## src/rtl/qos_tracker_pkg.sv

```systemverilog
// Shared types and default geometry for the aged QoS tracker.
// Modules take their own widths as parameters; these are the defaults.
package qos_tracker_pkg;

  localparam int unsigned IdWDefault   = 4;
  localparam int unsigned QosWDefault  = 3;
  localparam int unsigned AgeWDefault  = 8;
  localparam int unsigned AgeLimitDef  = 200;

  localparam int unsigned NUM_IDS = 2 ** IdWDefault;
  localparam int unsigned QOS_MAX = 2 ** QosWDefault - 1;

  typedef logic [QosWDefault-1:0] qos_t;
  typedef logic [IdWDefault-1:0]  id_t;

  typedef struct packed {
    logic                   vld;
    qos_t                   qos;
    logic [AgeWDefault-1:0] age;
  } entry_t;

endpackage

```

## src/rtl/qos_argmax.sv

```systemverilog
// Combinational arg-max over valid QoS entries, balanced tree, lower index wins ties.
module qos_argmax #(
  parameter int unsigned ID_W  = 4,
  parameter int unsigned QOS_W = 3
) (
  input  logic [2**ID_W-1:0]       vld,
  input  logic [2**ID_W*QOS_W-1:0] qos,
  output logic                     any_vld,
  output logic [QOS_W-1:0]         max_qos,
  output logic [ID_W-1:0]          max_id
);

  localparam int unsigned NumIds = 2 ** ID_W;

  // Heap layout: node n combines children 2n (lower ids) and 2n+1; leaves at NumIds+i.
  logic             node_vld [1:2*NumIds-1];
  logic [QOS_W-1:0] node_qos [1:2*NumIds-1];
  logic [ID_W-1:0]  node_id  [1:2*NumIds-1];

  for (genvar i = 0; i < NumIds; i++) begin : g_leaf
    assign node_vld[NumIds+i] = vld[i];
    assign node_qos[NumIds+i] = vld[i] ? qos[i*QOS_W +: QOS_W] : '0;
    assign node_id[NumIds+i]  = ID_W'(i);
  end

  for (genvar n = 1; n < NumIds; n++) begin : g_node
    logic take_r;
    // Right side only wins on a strictly greater valid QoS.
    assign take_r = node_vld[2*n+1] &&
                    (!node_vld[2*n] || (node_qos[2*n+1] > node_qos[2*n]));
    assign node_vld[n] = node_vld[2*n] | node_vld[2*n+1];
    assign node_qos[n] = take_r ? node_qos[2*n+1] : node_qos[2*n];
    assign node_id[n]  = take_r ? node_id[2*n+1]  : node_id[2*n];
  end

  assign any_vld = node_vld[1];
  assign max_qos = node_qos[1];
  assign max_id  = node_id[1];

endmodule

```

## src/rtl/qos_tracker_aged.sv

```systemverilog
// Per-ID QoS table for outstanding transactions with age promotion, registered
// max/argmax/count summary and protocol-error pulses.
module qos_tracker_aged
  import qos_tracker_pkg::*;
#(
  parameter int unsigned ID_W      = IdWDefault,
  parameter int unsigned QOS_W     = QosWDefault,
  parameter int unsigned AGE_EN    = 1,
  parameter int unsigned AGE_W     = AgeWDefault,
  parameter int unsigned AGE_LIMIT = AgeLimitDef
) (
  input  logic              clk,
  input  logic              rst,
  input  logic              wr_vld,
  input  logic [ID_W-1:0]   wr_id,
  input  logic [QOS_W-1:0]  wr_qos,
  input  logic              rd_vld,
  input  logic [ID_W-1:0]   rd_id,
  output logic [QOS_W-1:0]  rd_qos,
  output logic              o_max_vld,
  output logic [QOS_W-1:0]  o_max_qos,
  output logic [ID_W-1:0]   o_max_id,
  output logic [ID_W:0]     o_outstanding,
  output logic              o_err_dup_wr,
  output logic              o_err_bad_rd
);

  localparam int unsigned      NumIds  = 2 ** ID_W;
  localparam logic [QOS_W-1:0] QosMax  = {QOS_W{1'b1}};
  localparam logic [AGE_W-1:0] AgeLast = AGE_W'(AGE_LIMIT - 1);

  logic [NumIds-1:0] vld_q, vld_d;
  logic [QOS_W-1:0]  qos_q [NumIds];
  logic [QOS_W-1:0]  qos_d [NumIds];
  logic [AGE_W-1:0]  age_q [NumIds];
  logic [AGE_W-1:0]  age_d [NumIds];

  logic [NumIds*QOS_W-1:0] qos_flat;
  logic                    any_vld;
  logic [QOS_W-1:0]        max_qos;
  logic [ID_W-1:0]         max_id;
  logic [ID_W:0]           count;
  logic                    dup_wr, bad_rd;

  // Table next state: write, then aging for untouched valid entries, then release wins.
  always_comb begin
    for (int i = 0; i < NumIds; i++) begin
      vld_d[i] = vld_q[i];
      qos_d[i] = qos_q[i];
      age_d[i] = '0;
      if (wr_vld && (wr_id == ID_W'(i))) begin
        vld_d[i] = 1'b1;
        qos_d[i] = wr_qos;
      end else if ((AGE_EN != 0) && vld_q[i] && (qos_q[i] != QosMax)) begin
        if (age_q[i] == AgeLast) begin
          qos_d[i] = qos_q[i] + 1'b1;
        end else begin
          age_d[i] = age_q[i] + 1'b1;
        end
      end
      if (rd_vld && (rd_id == ID_W'(i))) begin
        vld_d[i] = 1'b0;
      end
    end
  end

  always_comb begin
    qos_flat = '0;
    count    = '0;
    for (int i = 0; i < NumIds; i++) begin
      qos_flat[i*QOS_W +: QOS_W] = qos_q[i];
      count = count + (ID_W+1)'(vld_q[i]);
    end
  end

  always_comb begin
    dup_wr = wr_vld && vld_q[wr_id] && !(rd_vld && (rd_id == wr_id));
    bad_rd = rd_vld && !vld_q[rd_id];
  end

  qos_argmax #(
    .ID_W  (ID_W),
    .QOS_W (QOS_W)
  ) u_argmax (
    .vld     (vld_q),
    .qos     (qos_flat),
    .any_vld (any_vld),
    .max_qos (max_qos),
    .max_id  (max_id)
  );

  always_ff @(posedge clk) begin
    if (rst) begin
      vld_q         <= '0;
      o_max_vld     <= 1'b0;
      o_max_qos     <= '0;
      o_max_id      <= '0;
      o_outstanding <= '0;
      o_err_dup_wr  <= 1'b0;
      o_err_bad_rd  <= 1'b0;
      for (int i = 0; i < NumIds; i++) begin
        qos_q[i] <= '0;
        age_q[i] <= '0;
      end
    end else begin
      vld_q         <= vld_d;
      o_max_vld     <= any_vld;
      o_max_qos     <= max_qos;
      o_max_id      <= max_id;
      o_outstanding <= count;
      o_err_dup_wr  <= dup_wr;
      o_err_bad_rd  <= bad_rd;
      for (int i = 0; i < NumIds; i++) begin
        qos_q[i] <= qos_d[i];
        age_q[i] <= age_d[i];
      end
    end
  end

  assign rd_qos = qos_q[rd_id];

endmodule

```

## config.mk

```make
export PLATFORM = sky130hd
export DESIGN_NAME = qos_tracker_aged
export DESIGN_NICKNAME = d
export VERILOG_FILES = /design/src/rtl/qos_tracker_pkg.sv /design/src/rtl/qos_argmax.sv /design/src/rtl/qos_tracker_aged.sv
export SDC_FILE = /design/constraint.sdc
export NUM_CORES = 1
export LEC_CHECK = 0
export ABC_AREA = 1
export CAP_MARGIN = 10
export CORE_UTILIZATION = 55
export CTS_BUF_LIST = sky130_fd_sc_hd__clkbuf_2
export CTS_CLUSTER_SIZE = 16
export DETAILED_ROUTE_END_ITERATION = 8
export GPL_TIMING_DRIVEN = 1
export HOLD_SLACK_MARGIN = 0.05
export PLACE_DENSITY = 0.72
export SETUP_SLACK_MARGIN = 0.15
export SYNTH_ARGS = -nofsm -noshare
export SYNTH_HDL_FRONTEND = slang
export SYNTH_SLANG_ARGS = --single-unit
```

## constraint.sdc

```tcl
create_clock -name clk -period 4.8 [get_ports clk]
set_input_delay 0.72 -clock clk [delete_from_list [all_inputs] [get_ports clk]]
set_output_delay 0.72 -clock clk [all_outputs]
set_load 0.02 [all_outputs]
```

==> results.md <==
- Status: finished with violations
- Failing checks: negative setup slack
- Post-Synth XOR/XNOR Area: 3.174%
- WHS Endpoint: age_q[1][24]
- Die Y: 148.9 µm
- Largest net degree at the start of global routing: 42
- Main combinational cell family by area after synthesis: simple AND/OR/NAND/NOR gates
- Synth area leader: dfxtp_1
- Final setup viols: 7
- Crit-path max FO: 7
- Syn Nets: 1,776
- Mean post-synth cell area: 7.135 µm²
- Post-route DRC violation count: 0
- WL final: 36,900 µm
- Initial Utilization: 56.27%
- Multiplexer share of the synthesized area: 0.08436%
- Dpl cell area: 12,990 µm²
- Async set or reset register ratio after synthesis: 0%
- Core area: 21,090 µm²
- Crit path required time: 5.59 ns
- Max VDD drop: 0.0001922 V
- Synth Area in Compound Gates: 13.34%
- Post-synth EDFFs: 0
- GRT overflow: 0
- Number of synthesized register bits: 207
- Drt pass-1 iters: 9
- Met1 wire length: 14,560 µm
- Syn Inst Count: 1,663
- CTS Buf Count: 54
- Worst-skew pair later-pin latency: 0.87 ns
- Reg2reg setup slack: -0.48 ns
- Clock sinks: 207
- Critical path class: flip-flop to flip-flop
- Via Count: 12,610
- Die W: 148.9 µm
- Clock transition at path regs: 0.15 ns
- Adder-Cell Fraction of Synth Area: 10.97%
- Worst Max-Slew Pin Slew: 1.203 ns
- Synth Area in Simple Gates: 29.41%
- Crit end category: flip-flop
- Antenna violations before repair: 2
- Worst R2R End: o_max_id[0]
- Layout Skew: 0.08299 ns
- DR WL/cell: 16.73 µm
- Worst Path Buf+Inv: 4
- Yosys warns: 0
- CTS tree: yes
- CTS H-tree lvls: 2
- Synth Cell Area: 11,870 µm²
- Max-cap violations: 0
- Share of synthesized area occupied by flip-flops and latches: 34.93%
- Top_reg_cell synth: dfxtp_1
- Hold Path Stages: 1
- CP peak stage delay: 0.39 ns
- Reg2Reg Depth: 37
- Final WS setup: -0.4784 ns
- Antenna-violating nets left: 0
- Worst hold-check slack: 0.4515 ns
- Ranking of synthesized cells by area: dfxtp_1, nand2_1, ha_1
- Area Overhead vs Synth: 26.96%
- Root buf cell: clkbuf_2
- Slew headroom: 19.50%
- CP max-delay cell: dfxtp_4
- Pwr Density: 228.2 nW/µm²
- P_leak: 6.490 nW
- Cell variety after synth: 49
- Util after Layout: 71.44%
- RD Place Congestion: 0.9660
- Critical path's top delay family: simple AND/OR/NAND/NOR gates
- Worst Path Arrival: 6.07 ns
- Final Instance Area: 15,060 µm²
- Synth top area share: 34.93%
- Via/cell ratio: 5.717
- FMAX: 0.1895 GHz
- Initial DRC count: 1,088
- Final Power: 3.438 mW
- RSZ-0062 raised after global routing: yes
- Num rows: 53
- Metal2 WL: 16,850 µm
- Met3 wire length: 3565 µm
- Final worst-path cycle share: 110.0%
- HP Start: age_q[1][24]
- Port buffer count: 32
- Reg2reg start: vld_q[7]
- IO Count: 33
- Slew Viols, Final: 0
- GR Util All Layers: 30.29%
- Max Root-Sink Buffers: 3
- Final Hold Vio Count: 0
- Path category of the worst min-delay check: flip-flop to flip-flop
- Final min period: 5.278 ns
- Die ar.: 22,160 µm²
- Share of layout cells above drive strength 1: 21.73%
- Setup crit start kind: flip-flop
- Post-DP HPWL: 23,220 µm
- Highest metal used: met4
- Nets@finish: 2,000
- First-pass GRT wire length: 53,650 µm
- Vias in the first global route: 11,230
[layer usage]
metal | vias to the layer above | GRT usage, %
met3 | 178 | 8.410
met5 | - | 0
met4 | 0 | 15.66
li1 | 6035 | -
met2 | 671 | 48.76
met1 | 5722 | 36.90
[worst reg2reg max path, delay by kind of cell (launching register included)]
kind,cells,cell delay (ns)
compound gates,11,1.34
fa+ha+maj,4,1.15
buf+inv,4,0.49
flops,1,0.39
simple gates,18,1.80
[metrics by stage]
stage	setup slack (ns)	TNS [ns]	std cells
4_1_cts	0.1085	0	2184
6_report	-0.4784	-2.420	2205
3_5_place_dp	-0.2288	-0.5950	2018
3_3_place_gp	0.004919	0	2018
5_1_grt	-0.6518	-3.199	2205
2_1_floorplan	0.1714	0	1663
[worst max path at each step]
stage | slack [ns] | end | depth (start not counted) | start
finish | -0.48 | o_max_id[0] | 37 | vld_q[7]
global placement | 0.005 | o_max_id[0] | 36 | vld_q[14]
detailed placement | -0.23 | o_max_id[0] | 36 | vld_q[6]
CTS | 0.11 | o_max_id[0] | 35 | vld_q[7]
floorplan | 0.17 | o_max_id[0] | 37 | vld_q[14]
global route | -0.65 | o_max_id[0] | 37 | vld_q[7]
[cell usage in the layout (no fill, tap or decap), drive strengths merged, types with 32 or more instances in the layout]
master,netlist,routed
a21oi,84,84
nor3,32,32
dfxtp,207,207
o21ai,82,82
ha,88,88
clkbuf,14,74
a31oi,32,32
inv,224,223
nand2,352,352
nand3,113,113
buf,11,162
nor2,207,207
[cells in the mapped netlist (3+ instances only)]
cell type / instances
a22oi_1: 23
nand3_2: 3
buf_2: 6
a221oi_1: 16
and2_1: 5
o21bai_1: 4
or2_2: 10
fa_1: 10
clkinv_1: 3
inv_1: 220
nor3b_1: 25
nand3_1: 110
clkbuf_1: 14
nor4_1: 21
inv_2: 4
nand4_1: 21
nor3_1: 32
a21oi_1: 83
or4_1: 3
xor2_1: 30
o21ai_1: 9
o22ai_1: 5
buf_1: 3
dfxtp_1: 207
nor2_1: 207
o21a_1: 4
o21ai_0: 73
a311oi_1: 4
nand2_2: 10
a31oi_1: 32
nand2_1: 340
ha_1: 88
o221ai_1: 4
xnor2_1: 13
[cell families (layout without fill, tap and decap cells)]
| logic type | count (synthesis) | count (layout) |
|---|---|---|
| xor gates and xnor gates | 43 | 43 |
| other | 0 | 2 |
| DFF | 207 | 207 |
| and+or+nand+nor | 795 | 795 |
| adders and majority gates | 98 | 98 |
| AOI/OAI and AO/OA | 267 | 267 |
| buffers and inverters | 252 | 517 |
| muxes | 1 | 1 |
[layout make-up]
cell class,count,area (µm²)
multi-input combinational,1204,7571
fill,1662,6023
sequential,207,4178
timing repair buffer,193,1610
inverter,227,864.6
clock buffer,74,370.4
tap,275,344.1
clock inverter,23,121.4
antenna,2,5.005
[power breakdown]
part           internal [mW]  switching, mW
logic                  0.182          0.274
registers               1.74         0.0145
clock network          0.476          0.755
[flip-flops by register name (all words and copies together), names as in the netlist]
name,count
age_q,128
qos_q,48
vld_q,16
o_outstanding,5
o_max_id,4
o_max_qos,3
o_err_bad_rd,1
o_err_dup_wr,1
o_max_vld,1
[repair_timing]
action	4_1_cts	5_1_grt
gates cloned	0	0
pin swaps	56	77
setup buffers	69	19
hold buffers	0	0
gates resized for setup	98	132
endpoints found under the setup margin	7	7
hold endpoints to repair	0	0
(Power assumes the default switching activity.)
